## config.mk

```make
export PLATFORM = sky130hd
export DESIGN_NAME = frv_rng_arbiter
export DESIGN_NICKNAME = d
export VERILOG_FILES = /design/src/rtl/frv_rng_arbiter_pkg.sv /design/src/rtl/frv_rng_arb_tagfifo.sv /design/src/rtl/frv_rng_arbiter.sv
export SDC_FILE = /design/constraint.sdc
export NUM_CORES = 1
export LEC_CHECK = 0
export CAP_MARGIN = 40
export CORE_MARGIN = 1.5
export CORE_UTILIZATION = 27
export CTS_CLUSTER_SIZE = 12
export DETAILED_ROUTE_END_ITERATION = 16
export GPL_TIMING_DRIVEN = 0
export PLACE_DENSITY_LB_ADDON = 0.1
export SYNTH_ARGS = -nofsm -noshare
export SYNTH_HDL_FRONTEND = slang
export SYNTH_SLANG_ARGS = --single-unit
```

## constraint.sdc

```tcl
create_clock -name g_clk -period 4.75 [get_ports g_clk]
set_input_delay 0.95 -clock g_clk [delete_from_list [all_inputs] [get_ports g_clk]]
set_output_delay 0.95 -clock g_clk [all_outputs]
set_load 0.01 [all_outputs]
```

## src/rtl/frv_rng_arbiter_pkg.sv

```systemverilog
// Shared constants for the RNG port arbiter: op encoding and requester ID sizing.
package frv_rng_arbiter_pkg;

    localparam int unsigned RNG_OP_W    = 3;
    localparam int unsigned RNG_OP_SEED = 0;
    localparam int unsigned RNG_OP_SAMP = 1;
    localparam int unsigned RNG_OP_TEST = 2;

    localparam int unsigned RNG_DATA_W  = 32;
    localparam int unsigned RNG_STAT_W  = 3;

    // Requester ID width; a single-bit ID is kept even for one requester.
    function automatic int unsigned arb_id_w(input int unsigned nreq);
        return (nreq > 1) ? $clog2(nreq) : 1;
    endfunction

endpackage

```

## src/rtl/frv_rng_arb_tagfifo.sv

```systemverilog
// In-order tag FIFO holding the requester ID of every RNG request still awaiting a response.
module frv_rng_arb_tagfifo #(
    parameter int unsigned DEPTH = 2,
    parameter int unsigned W     = 1
) (
    input  logic         g_clk,
    input  logic         g_reset,
    input  logic         push,
    input  logic         pop,
    input  logic [W-1:0] din,
    output logic [W-1:0] dout,
    output logic         full,
    output logic         empty
);

    localparam int unsigned PTR_W = (DEPTH > 1) ? $clog2(DEPTH) : 1;

    logic [W-1:0]     mem [DEPTH];
    logic [PTR_W-1:0] wr_q;
    logic [PTR_W-1:0] rd_q;
    logic [PTR_W:0]   cnt_q;
    logic             do_push;
    logic             do_pop;

    assign full    = (cnt_q == (PTR_W+1)'(DEPTH));
    assign empty   = (cnt_q == '0);
    assign do_push = push && !full;
    assign do_pop  = pop && !empty;
    assign dout    = mem[rd_q];

    always_ff @(posedge g_clk or posedge g_reset) begin
        if (g_reset) begin
            wr_q  <= '0;
            rd_q  <= '0;
            cnt_q <= '0;
        end else begin
            if (do_push) begin
                wr_q <= (wr_q == PTR_W'(DEPTH-1)) ? '0 : wr_q + PTR_W'(1);
            end
            if (do_pop) begin
                rd_q <= (rd_q == PTR_W'(DEPTH-1)) ? '0 : rd_q + PTR_W'(1);
            end
            case ({do_push, do_pop})
                2'b10:   cnt_q <= cnt_q + (PTR_W+1)'(1);
                2'b01:   cnt_q <= cnt_q - (PTR_W+1)'(1);
                default: cnt_q <= cnt_q;
            endcase
        end
    end

    // Storage needs no reset: entries are only read while counted valid.
    always_ff @(posedge g_clk) begin
        if (do_push) begin
            mem[wr_q] <= din;
        end
    end

endmodule

```

## src/rtl/frv_rng_arbiter.sv

```systemverilog
// Shares one RNG request/response port among NREQ requesters and routes responses back in order.
// Build option FRV_RNG_ARB_FIXED_PRIO_EN selects fixed lowest-index priority instead of round-robin.
module frv_rng_arbiter
    import frv_rng_arbiter_pkg::*;
#(
    parameter int unsigned NREQ  = 2,
    parameter int unsigned OUTST = 2
) (
    input  logic                       g_clk,
    input  logic                       g_reset,
    input  logic [NREQ-1:0]            req_valid,
    input  logic [RNG_OP_W*NREQ-1:0]   req_op,
    input  logic [RNG_DATA_W*NREQ-1:0] req_data,
    output logic [NREQ-1:0]            req_ready,
    output logic [NREQ-1:0]            rsp_valid,
    output logic [RNG_STAT_W-1:0]      rsp_status,
    output logic [RNG_DATA_W-1:0]      rsp_data,
    input  logic [NREQ-1:0]            rsp_ready,
    output logic                       rng_req_valid,
    output logic [RNG_OP_W-1:0]        rng_req_op,
    output logic [RNG_DATA_W-1:0]      rng_req_data,
    input  logic                       rng_req_ready,
    input  logic                       rng_rsp_valid,
    input  logic [RNG_STAT_W-1:0]      rng_rsp_status,
    input  logic [RNG_DATA_W-1:0]      rng_rsp_data,
    output logic                       rng_rsp_ready,
    output logic                       err_spurious
);

    localparam int unsigned ID_W = arb_id_w(NREQ);

    logic            lock_q;
    logic [ID_W-1:0] lock_id_q;
    logic            win_vld_c;
    logic [ID_W-1:0] win_id_c;
    logic            gnt_vld_c;
    logic            accept_c;
    logic            pop_c;
    logic            fifo_full;
    logic            fifo_empty;
    logic [ID_W-1:0] head_id;

`ifndef FRV_RNG_ARB_FIXED_PRIO_EN
    logic [ID_W-1:0] rr_q;
    logic [ID_W:0]   idx_c;
`endif

    // Winner selection: a held lock overrides arbitration.
    always_comb begin
        win_vld_c = 1'b0;
        win_id_c  = '0;
`ifndef FRV_RNG_ARB_FIXED_PRIO_EN
        idx_c     = '0;
`endif
        if (lock_q) begin
            win_vld_c = 1'b1;
            win_id_c  = lock_id_q;
        end else begin
`ifdef FRV_RNG_ARB_FIXED_PRIO_EN
            for (int i = 0; i < int'(NREQ); i++) begin
                if (!win_vld_c && req_valid[i]) begin
                    win_vld_c = 1'b1;
                    win_id_c  = ID_W'(i);
                end
            end
`else
            for (int k = 0; k < int'(NREQ); k++) begin
                idx_c = {1'b0, rr_q} + (ID_W+1)'(k);
                if (idx_c >= (ID_W+1)'(NREQ)) begin
                    idx_c = idx_c - (ID_W+1)'(NREQ);
                end
                if (!win_vld_c && req_valid[idx_c[ID_W-1:0]]) begin
                    win_vld_c = 1'b1;
                    win_id_c  = idx_c[ID_W-1:0];
                end
            end
`endif
        end
    end

    assign gnt_vld_c     = win_vld_c && !g_reset;
    assign rng_req_valid = gnt_vld_c && !fifo_full;
    assign accept_c      = rng_req_valid && rng_req_ready;
    assign req_ready     = accept_c ? (NREQ'(1) << win_id_c) : '0;

    always_comb begin
        rng_req_op   = '0;
        rng_req_data = '0;
        for (int i = 0; i < int'(NREQ); i++) begin
            if (gnt_vld_c && (win_id_c == ID_W'(i))) begin
                rng_req_op   = req_op[RNG_OP_W*i +: RNG_OP_W];
                rng_req_data = req_data[RNG_DATA_W*i +: RNG_DATA_W];
            end
        end
    end

    // Response routing to the oldest outstanding requester; drain when nothing is owed.
    assign rng_rsp_ready = fifo_empty ? 1'b1 : rsp_ready[head_id];
    assign rsp_valid     = (!fifo_empty && rng_rsp_valid) ? (NREQ'(1) << head_id) : '0;
    assign pop_c         = !fifo_empty && rng_rsp_valid && rng_rsp_ready;
    assign rsp_status    = g_reset ? '0 : rng_rsp_status;
    assign rsp_data      = g_reset ? '0 : rng_rsp_data;

    always_ff @(posedge g_clk or posedge g_reset) begin
        if (g_reset) begin
            lock_q       <= 1'b0;
            lock_id_q    <= '0;
            err_spurious <= 1'b0;
        end else begin
            if (accept_c) begin
                lock_q <= 1'b0;
            end else if (rng_req_valid) begin
                lock_q    <= 1'b1;
                lock_id_q <= win_id_c;
            end
            if (fifo_empty && rng_rsp_valid) begin
                err_spurious <= 1'b1;
            end
        end
    end

`ifndef FRV_RNG_ARB_FIXED_PRIO_EN
    always_ff @(posedge g_clk or posedge g_reset) begin
        if (g_reset) begin
            rr_q <= '0;
        end else if (accept_c) begin
            rr_q <= (win_id_c == ID_W'(NREQ-1)) ? '0 : win_id_c + ID_W'(1);
        end
    end
`endif

    frv_rng_arb_tagfifo #(
        .DEPTH (OUTST),
        .W     (ID_W)
    ) u_tagfifo (
        .g_clk   (g_clk),
        .g_reset (g_reset),
        .push    (accept_c),
        .pop     (pop_c),
        .din     (win_id_c),
        .dout    (head_id),
        .full    (fifo_full),
        .empty   (fifo_empty)
    );

endmodule

```

# ---- After elaboration in Yosys (flattened, before gate mapping)
# Memory sizes are Yosys's and may differ from the RTL's.
# Cells that the tools add are included.
dict set report totals {
  mem_bits_rw 2
  input_bits 113
  mem_count 1
  regBits 8
  wordCells 81
  out_inout_bits 77
}
dict set report op_classes {
  shifts 2
  order_cmp 5
  n_addsub 8
  mux 34
  n_reduce_logical 19
  n_eq_ne 3
  n_bitwise 2
}
# memory depth width rd rd_ports_with_merged_regs wr line
set mem_list {}
lappend mem_list {u_tagfifo.mem 2 1 1 0 1 frv_rng_arb_tagfifo.sv:18} ;# logic [W-1:0] mem [DEPTH];
# op n
set ops {}
lappend ops {{2-to-1 mux 32 bit} 3}
lappend ops {{2-to-1 mux 1 bit} 25}
lappend ops {{logical AND 1 bit} 11}
lappend ops {{2-to-1 mux 3 bit} 3}
lappend ops {{less-than comparator 1 x 2 -> 1 bit, second input constant} 3}
lappend ops {{equality test 2 bit, second input constant} 2}
lappend ops {{zero test 1 bit} 4}
lappend ops {{2-to-1 mux 2 bit} 2}
lappend ops {{case mux 2 bit (2 select lines)} 1}
lappend ops {{nonzero test 2 bit} 2}
lappend ops {{left shift 1 x 1 -> 2 bit, first input constant} 2}
lappend ops {{adder 1 bit, second input constant} 3}
lappend ops {{adder 1 x 1 -> 2 bit, second input constant} 1}
lappend ops {{adder 2 x 1 -> 2 bit, second input constant} 1}
lappend ops {{equality test 2 x 1 -> 1 bit, second input constant} 1}
lappend ops {{greater-or-equal comparator 1 x 2 -> 1 bit, second input constant} 1}
lappend ops {{greater-or-equal comparator 2 bit, second input constant} 1}
lappend ops {{zero test 2 bit} 1}
lappend ops {{NOT 1 bit} 2}
lappend ops {{AND reduction 2 bit} 1}
lappend ops {{subtractor 1 bit, second input constant} 2}
lappend ops {{subtractor 2 x 1 -> 2 bit, second input constant} 1}

# ---- Longest topological paths before layout
# Gate-level depths: netlist of the first run.
dict set report depth {
  ltp_word 17
  mapped_depth 8
  depth_no_buf 7
}

# ---- Modules after synthesis
# A second synthesis of the first run with hierarchy kept.
dict set report hier_totals {
  cells_unflattened 212
  area_unflattened_um2 1436.4
}
# mod area_each_um2 cells_each n_inst seq_area_each_um2
set by_module_without_submodules {}
lappend by_module_without_submodules {frv_rng_arbiter 1164.9 190 1 100.1}
lappend by_module_without_submodules {frv_rng_arb_tagfifo 271.5 22 1 160.2}

# ---- Worst setup path after synthesis of the first run
# OpenSTA, ideal clock, no wires.
dict set report synth_path {
  path_type {input to output}
  startpoint {in g_reset}
  endpoint {out rng_req_data[24]}
  setup_slack_ns 1.740
  required_ns 3.800
  path_stages 5
  path_buffers 2
  arrival_ns 2.060
  path_cell_list {clkbuf_1 inv_2 clkbuf_1 nand2_1 o32ai_1}
}
dict set report synth_via {
  elab_chain_cells 5
  elab_cells_between_ends 6
  cone_classes {mux (2); reduce/logical (4)}
}
# item line
set synth_lines {}
lappend synth_lines {{from (decl)} frv_rng_arbiter.sv:10} ;# input logic g_reset,
lappend synth_lines {{zero test 1 bit (no source line) (*)} --}
lappend synth_lines {{logical AND 1 bit (*)} frv_rng_arbiter.sv:81} ;# assign gnt_vld_c = win_vld_c && !g_reset;
lappend synth_lines {{logical AND 1 bit} frv_rng_arbiter.sv:90} ;# if (gnt_vld_c && (win_id_c == ID_W'(i))) begin
lappend synth_lines {{2-to-1 mux 32 bit} frv_rng_arbiter.sv:90}
lappend synth_lines {{2-to-1 mux 32 bit (*)} frv_rng_arbiter.sv:90}
lappend synth_lines {{to (decl)} frv_rng_arbiter.sv:21} ;# output logic [RNG_DATA_W-1:0] rng_req_data,
# Every way passes the cells marked *; elsewhere a longest branch is shown, timed or not.

# ---- Worst setup path after layout of the first run
dict set report layout_path {
  startpoint {in req_valid[1]}
  endpoint {out rng_req_data[23]}
}
dict set report layout_via {
  elab_chain_cells 12
  elab_cells_between_ends 19
  cone_classes {mux (13); bitwise (1); reduce/logical (5)}
}
# item line
set layout_lines {}
lappend layout_lines {{from (decl)} frv_rng_arbiter.sv:11} ;# input logic [NREQ-1:0] req_valid,
lappend layout_lines {{2-to-1 mux 1 bit (not written as such) (2 in series)} frv_rng_arbiter.sv:72} ;# if (!win_vld_c && req_valid[idx_c[ID_W-1:0]]) begin
lappend layout_lines {{2-to-1 mux 1 bit} frv_rng_arbiter.sv:72}
lappend layout_lines {{2-to-1 mux 1 bit} frv_rng_arbiter.sv:55} ;# if (lock_q) begin
lappend layout_lines {{zero test 1 bit} frv_rng_arbiter.sv:72}
lappend layout_lines {{logical AND 1 bit} frv_rng_arbiter.sv:72}
lappend layout_lines {{2-to-1 mux 1 bit} frv_rng_arbiter.sv:72}
lappend layout_lines {{2-to-1 mux 1 bit} frv_rng_arbiter.sv:55}
lappend layout_lines {{logical AND 1 bit / NOT 1 bit (equally long branches)} {frv_rng_arbiter.sv:81, frv_rng_arbiter.sv:90}}
lappend layout_lines {{logical AND 1 bit} frv_rng_arbiter.sv:90}
lappend layout_lines {{2-to-1 mux 32 bit} frv_rng_arbiter.sv:90}
lappend layout_lines {{2-to-1 mux 32 bit (*)} frv_rng_arbiter.sv:90}
# Every way passes the cells marked *; elsewhere a longest branch is shown, timed or not. The select of a mux whose other input is x is not followed.

==> summary.md, run 1 <==
| Metric | Value |
|---|---|
| Ranking of synthesized cells by area | `o32ai_1 22%, nor2b_1 16%, dfrtp_1 14%` |
| CTS Hold Bufs | `0` |
| H-tree Lvls | `1` |
| Via/cell ratio | `4.684` |
| I/O pins | `190` |
| Max Slew Vio Count | `0` |
| FFs w/ async S/R, synth | `80.00%` |
| First-pass GRT wire length | `10320 um` |
| Max-cap violation count | `0` |
| CP bufs+invs | `3` |
| Flops & latches, synth | `10` |
| Setup TNS | `0 ns` |
| Core Util, Final | `67.60%` |
| Die X | `75.53 um` |
| Clk slew on worst S/H paths | `0.04 ns` |
| CTS max path bufs | `2` |
| DRT Pass-1 Iters | `4` |
| Crit-path leading delay family | `buffers and inverters` |
| Hold_sp | `err_spurious` |
| Origin of the worst setup path | `req_valid[1]` |
| Cells after Synth | `213` |
| Unique masters post-synth | `27` |
| CP most frequent cell | `clkdlybuf4s50_1` |
| Fmax | `251.0 MHz` |
| Tmin final | `3.984 ns` |
| Dpl cells | `471` |
| WL/cell | `15.83 um` |
| Die area | `5704 sq um` |
| CP arrival | `3.03 ns` |
| Critical Path Fanout Max | `10` |
| Grt total ovfl | `0` |
| Type of origin of the critical path | `input pin` |
| Post-synth top cells | `39 x inv_1, 37 x nor2b_1, 36 x nand2_1` |
| Synth top area share | `21.59%` |
| R2R cell count | `5` |
| Pleak | `0.001392 uW` |
| P per Cell Area | `316.1 nW/um^2` |
| Final WL | `7502 um` |
| Gr usage total | `24.02%` |
| Met1 Usage GRT | `29.90%` |
| Root Buffer | `clkbuf_8` |
| Synthesized area | `1420 sq um` |
| Post-DP HPWL | `6240 um` |
| 1st-iter DRT viols | `40` |
| Worst Hold Class | `reg -> reg` |
| Cell accounting for the most synthesized area | `o32ai_1` |
| Critical path cell sequence | `clkdlybuf4s50_1 > a21boi_1 > mux2i_1 > buf_2 > o32ai_1 > clkdlybuf4s50_1` |
| Worst-Margin Slew | `0.7921 ns` |
| Most crowded layer after global routing | `met2` |
| Number of synthesized flops with an enable pin | `2` |
| Crit share post-route | `83.88%` |
| Crit. End Element | `output port` |
| Synth warn | `0` |
| Area Overhead vs Synth | `141.6%` |
| Vias | `2220` |
| Slowest CP cell | `clkdlybuf4s50_1` |
| Post-Syn Nets | `327` |
| Synth Flop Type | `dfrtp_1` |
| Setup repair after global routing missed its margin | `no` |
| Post-CTS resize count | `0` |
| Initial antenna violation count | `0` |
| Met2 GRT Util | `39.57%` |
| CTS sink cnt | `10` |
| Slew Limit Headroom | `47.19%` |
| Worst r2r src | `u_tagfifo.rd_q` |
| GPL Wtd Cong | `0.8348` |
| Final ANT Viol Nets | `0` |
| Fraction of layout cells with a size suffix above 1 | `3.218%` |
| Initial Util | `27.98%` |
| Drc violations | `0` |
| Crit path capture | `rng_req_data[23]` |
| Core Rows | `26` |
| CTS tree | `done` |
| Crit path kind | `in -> out` |
| Crit path depth | `6` |
| Largest net degree at the start of global routing | `18` |
| Clk_skew | `0.0007745 ns` |
| Post-CTS Setup Repair Bufs | `0` |
| Syn avg cell area | `6.667 sq um` |
| GR Layer Usage met3 | `9.127%` |
| Worst EP required | `3.80 ns` |
| Post-Layout Cell Count | `474` |
| Worst reg2reg setup slack | `2.88 ns` |
| Die Ht | `75.53 um` |
| Vias in the first global route | `2095` |
| Clock Latency Late Sink | `0.23 ns` |
| Critical Path Max Stage Delay | `0.54 ns` |
| Worst vdd ir | `256.0 uV` |
| Area of the core | `5075 sq um` |
| Port bufs | `188` |
| Endpoints failing hold | `0` |
| Final setup viols | `0` |
| Reg2reg end | `u_tagfifo.cnt_q[1]` |
| Top-count cell post-synth | `inv_1` |
| Status | `finished clean` |
| CTS buffer count | `3` |
| Final net count | `520` |
| Register area share after synthesis | `18.33%` |
| Ant diodes | `0` |
worst reg2reg max path, delay by kind of cell (launching register included):
| kind | cells | cell delay [ns] |
|---|---|---|
| muxes | 2 | 0.82 |
| and+or+nand+nor | 1 | 0.15 |
| DFF | 1 | 0.37 |
| adders and majority gates | 1 | 0.31 |
| xor gates and xnor gates | 1 | 0.15 |
how the worst min path moves through the flow:
stage	endpoint	slack, ns	depth (start not counted)
2_1_floorplan	u_tagfifo.wr_q	0.46	1
3_3_place_gp	err_spurious	0.44	1
3_5_place_dp	err_spurious	0.45	1
4_1_cts	err_spurious	0.46	1
5_1_grt	err_spurious	0.50	1
6_report	err_spurious	0.46	1
power by group:
group,total [uW],internal [uW],switching (uW)
registers,149,126,23.0
clock network,85.7,55.2,30.4
logic,850,449,401
total,1080,630,454
cell usage in the layout (no fill, tap or decap), types with 5 or more instances in the layout:
master	netlist	routed
inv_1	39	39
o32ai_1	35	35
clkdlybuf4s50_1	0	188
clkbuf_1	14	14
nor2_1	7	7
nand2_1	36	36
mux2i_1	5	5
dfrtp_1	8	8
buf_2	6	6
nor2b_1	37	37
flip-flops by register name, summed over array words and instances, names as in the netlist:
signal           cells
u_tagfifo.mem        2
lock_q               1
u_tagfifo.rd_q       1
u_tagfifo.cnt_q      2
u_tagfifo.wr_q       1
rr_q                 1
lock_id_q            1
err_spurious         1
routing by layer:
metal / vias to the layer above / part of all wire [%]
met5: - / 0
met4: 0 / 1.8
met3: 10 / 12
met2: 122 / 47
met1: 992 / 40
li1: 1096 / -
cell type report:
| type | instances | area, sq um |
|---|---|---|
| buffer | 20 | 82.58 |
| sequential | 10 | 260.3 |
| timing repair buffer | 188 | 1882 |
| clock buffer | 3 | 41.29 |
| tap | 70 | 87.58 |
| multi-input combinational | 142 | 923.4 |
| fill | 459 | 1644 |
| inverter | 41 | 153.9 |
cell families after synthesis:
family	count (synthesis)	synth area share, %
and+or+nand+nor	87	30.93
buffers and inverters	61	16.65
AOI/OAI and AO/OA	43	25.55
DFF	10	18.33
muxes	6	4.581
xor gates and xnor gates	5	3.084
adders and majority gates	1	0.8809
per-stage QoR:
stage | power [uW] | worst slack [ns] | hold slack [ns] | cell area [sq um]
2_1_floorplan | 559.9 | 1.740 | 0.4601 | 1420
3_3_place_gp | 984.5 | 0.8142 | 0.4408 | 3390
3_5_place_dp | 997.1 | 0.7664 | 0.4509 | 3390
4_1_cts | 1089 | 0.7627 | 0.4581 | 3431
5_1_grt | 1157 | 0.5914 | 0.4955 | 3431
6_report | 1084 | 0.7657 | 0.4610 | 3431
Note: power is estimated with default switching activity, not from simulation.
==> run 2, diff against run 1 <==
--- a/config.mk
+++ b/config.mk
@@ -7,7 +7,7 @@
 export LEC_CHECK = 0
 export CAP_MARGIN = 40
 export CORE_MARGIN = 1.5
-export CORE_UTILIZATION = 27
+export CORE_UTILIZATION = 25
 export CTS_CLUSTER_SIZE = 12
 export DETAILED_ROUTE_END_ITERATION = 16
 export GPL_TIMING_DRIVEN = 0
==> constraint.sdc (replaced) <==
create_clock -name g_clk -period 4.2 [get_ports g_clk]
set_input_delay 0.84 -clock g_clk [delete_from_list [all_inputs] [get_ports g_clk]]
set_output_delay 0.84 -clock g_clk [all_outputs]
set_load 0.01 [all_outputs]
==> summary.md, run 2 (synthesized netlist as in run 1, its figures left out) <==
| Metric | Value |
|---|---|
| Status | `finished clean` |
| Post-DP HPWL | `5587 um` |
| Setup repair after global routing missed its margin | `no` |
| Critical Path Fanout Max | `10` |
| Gr usage total | `21.78%` |
| Fmax | `267.4 MHz` |
| Top Registers | `u_tagfifo.cnt_q (2), u_tagfifo.mem (2)` |
| Initial Util | `25.79%` |
| Area of the core | `5507 sq um` |
| Worst r2r src | `lock_q` |
| Clk slew on worst S/H paths | `0.05 ns` |
| R2R cell count | `6` |
| Crit path kind | `in -> out` |
| CTS max path bufs | `2` |
| Worst Hold Class | `reg -> reg` |
| Core Rows | `27` |
| Pleak | `0.001393 uW` |
| CP arrival | `2.90 ns` |
| Root Buffer | `clkbuf_8` |
| Crit. End Element | `output port` |
| Initial antenna violation count | `0` |
| Max-cap violation count | `0` |
| Final setup viols | `0` |
| Worst reg2reg setup slack | `2.42 ns` |
| Grt total ovfl | `0` |
| CTS tree | `done` |
| Post-CTS Setup Repair Bufs | `0` |
| Final WL | `6679 um` |
| Clock Latency Late Sink | `0.23 ns` |
| Worst-Margin Slew | `0.8320 ns` |
| Final net count | `520` |
| Drc violations | `0` |
| Worst EP required | `3.36 ns` |
| CTS buffer count | `3` |
| Largest net degree at the start of global routing | `18` |
| Hold EP | `err_spurious` |
| Clk_skew | `0.0004290 ns` |
| Die area | `6142 sq um` |
| Die Ht | `78.37 um` |
| WHS | `0.4514 ns` |
| Commonest non-fill, non-tap cell in the layout | `clkdlybuf4s50_1` |
| H-tree Lvls | `1` |
| Vias | `2185` |
| Ant diodes | `0` |
| P per Cell Area | `355.5 nW/um^2` |
| # fillers | `516` |
| Type of origin of the critical path | `input pin` |
| Area Overhead vs Synth | `142.0%` |
| CTS sink cnt | `10` |
| GPL Wtd Cong | `0.8017` |
| First-pass GRT wire length | `10710 um` |
| DRT Pass-1 Iters | `4` |
| Die X | `78.37 um` |
| Tmin final | `3.739 ns` |
| Crit share post-route | `89.03%` |
| Setup TNS | `0 ns` |
| Cell count of the worst hold path | `1` |
| I/O pins | `190` |
| WL/cell | `14.00 um` |
| Via/cell ratio | `4.581` |
| Worst vdd ir | `189.0 uV` |
| Final ANT Viol Nets | `0` |
| Hold_sp | `err_spurious` |
| Endpoints failing hold | `0` |
| Port bufs | `188` |
| CTS Hold Bufs | `0` |
| Slew Limit Headroom | `44.53%` |
| Vias in the first global route | `2118` |
| Max Slew Vio Count | `0` |
| 1st-iter DRT viols | `53` |
| Post-CTS resize count | `0` |
| Reg2reg end | `u_tagfifo.cnt_q[1]` |
| Fraction of layout cells with a size suffix above 1 | `3.210%` |
| Most frequent cells in the layout | `188 x clkdlybuf4s50_1, 39 x inv_1, 37 x nor2b_1` |
run 2: cell count changes in the layout (fill, tap and decap cells not counted):
cell | before | now
clkbuf_1 | 14 | 15
run 2: worst max-delay path by stage:
stage	endpoint	slack, ns	from	cells after the start
after floorplan	rng_req_data[24]	1.41	g_reset	5
after CTS	rng_req_data[23]	0.42	req_valid[0]	6
after global placement	rng_req_data[23]	0.42	req_valid[1]	6
after detailed placement	rng_req_data[23]	0.44	req_valid[1]	6
final	rng_req_data[23]	0.46	req_valid[0]	6
after global routing	rng_req_data[23]	0.24	req_valid[1]	6
run 2: critical path, stage by stage:
cell and delay, ns:
clkdlybuf4s50_1 0.46, a21boi_1 0.15, mux2i_1 0.47, buf_2 0.34, o32ai_1 0.11, clkdlybuf4s50_1 0.54
run 2: final cells by class:
cell class	count	area (sq um)	area share [%]
timing repair buffer	188	1882	54.75
multi-input combinational	142	923.4	26.87
sequential	10	260.3	7.572
inverter	41	153.9	4.478
tap	72	90.09	2.621
buffer	20	82.58	2.403
clock buffer	4	45.04	1.311
run 2: per-layer routing:
metal	share of wire, %	global-route usage, %	wire [um]
met5	0	0	0
met3	9.8	7.209	655
met4	0.73	3.929	49
met1	38	24.77	2553
met2	51	39.74	3421
run 2: through the flow:
step           setup WS, ns  total power (uW)  area (sq um)  utilization (%)  cells
2_1_floorplan         1.410             633.3          1420                -    213
3_3_place_gp         0.4234              1118          3392            61.60    473
3_5_place_dp         0.4414              1127          3392            61.60    473
4_1_cts              0.4246              1236          3437            62.42    477
5_1_grt              0.2427              1329          3437            62.42    477
6_report             0.4606              1222          3437            62.42    477
run 2: power breakdown:
part	internal, uW	switching [uW]	total (uW)	leakage [uW]
logic	507	445	952	0.00126
registers	143	24.8	167	0.000108
clock network	66.4	36.5	103	0.0000228
total	716	506	1220	0.00139
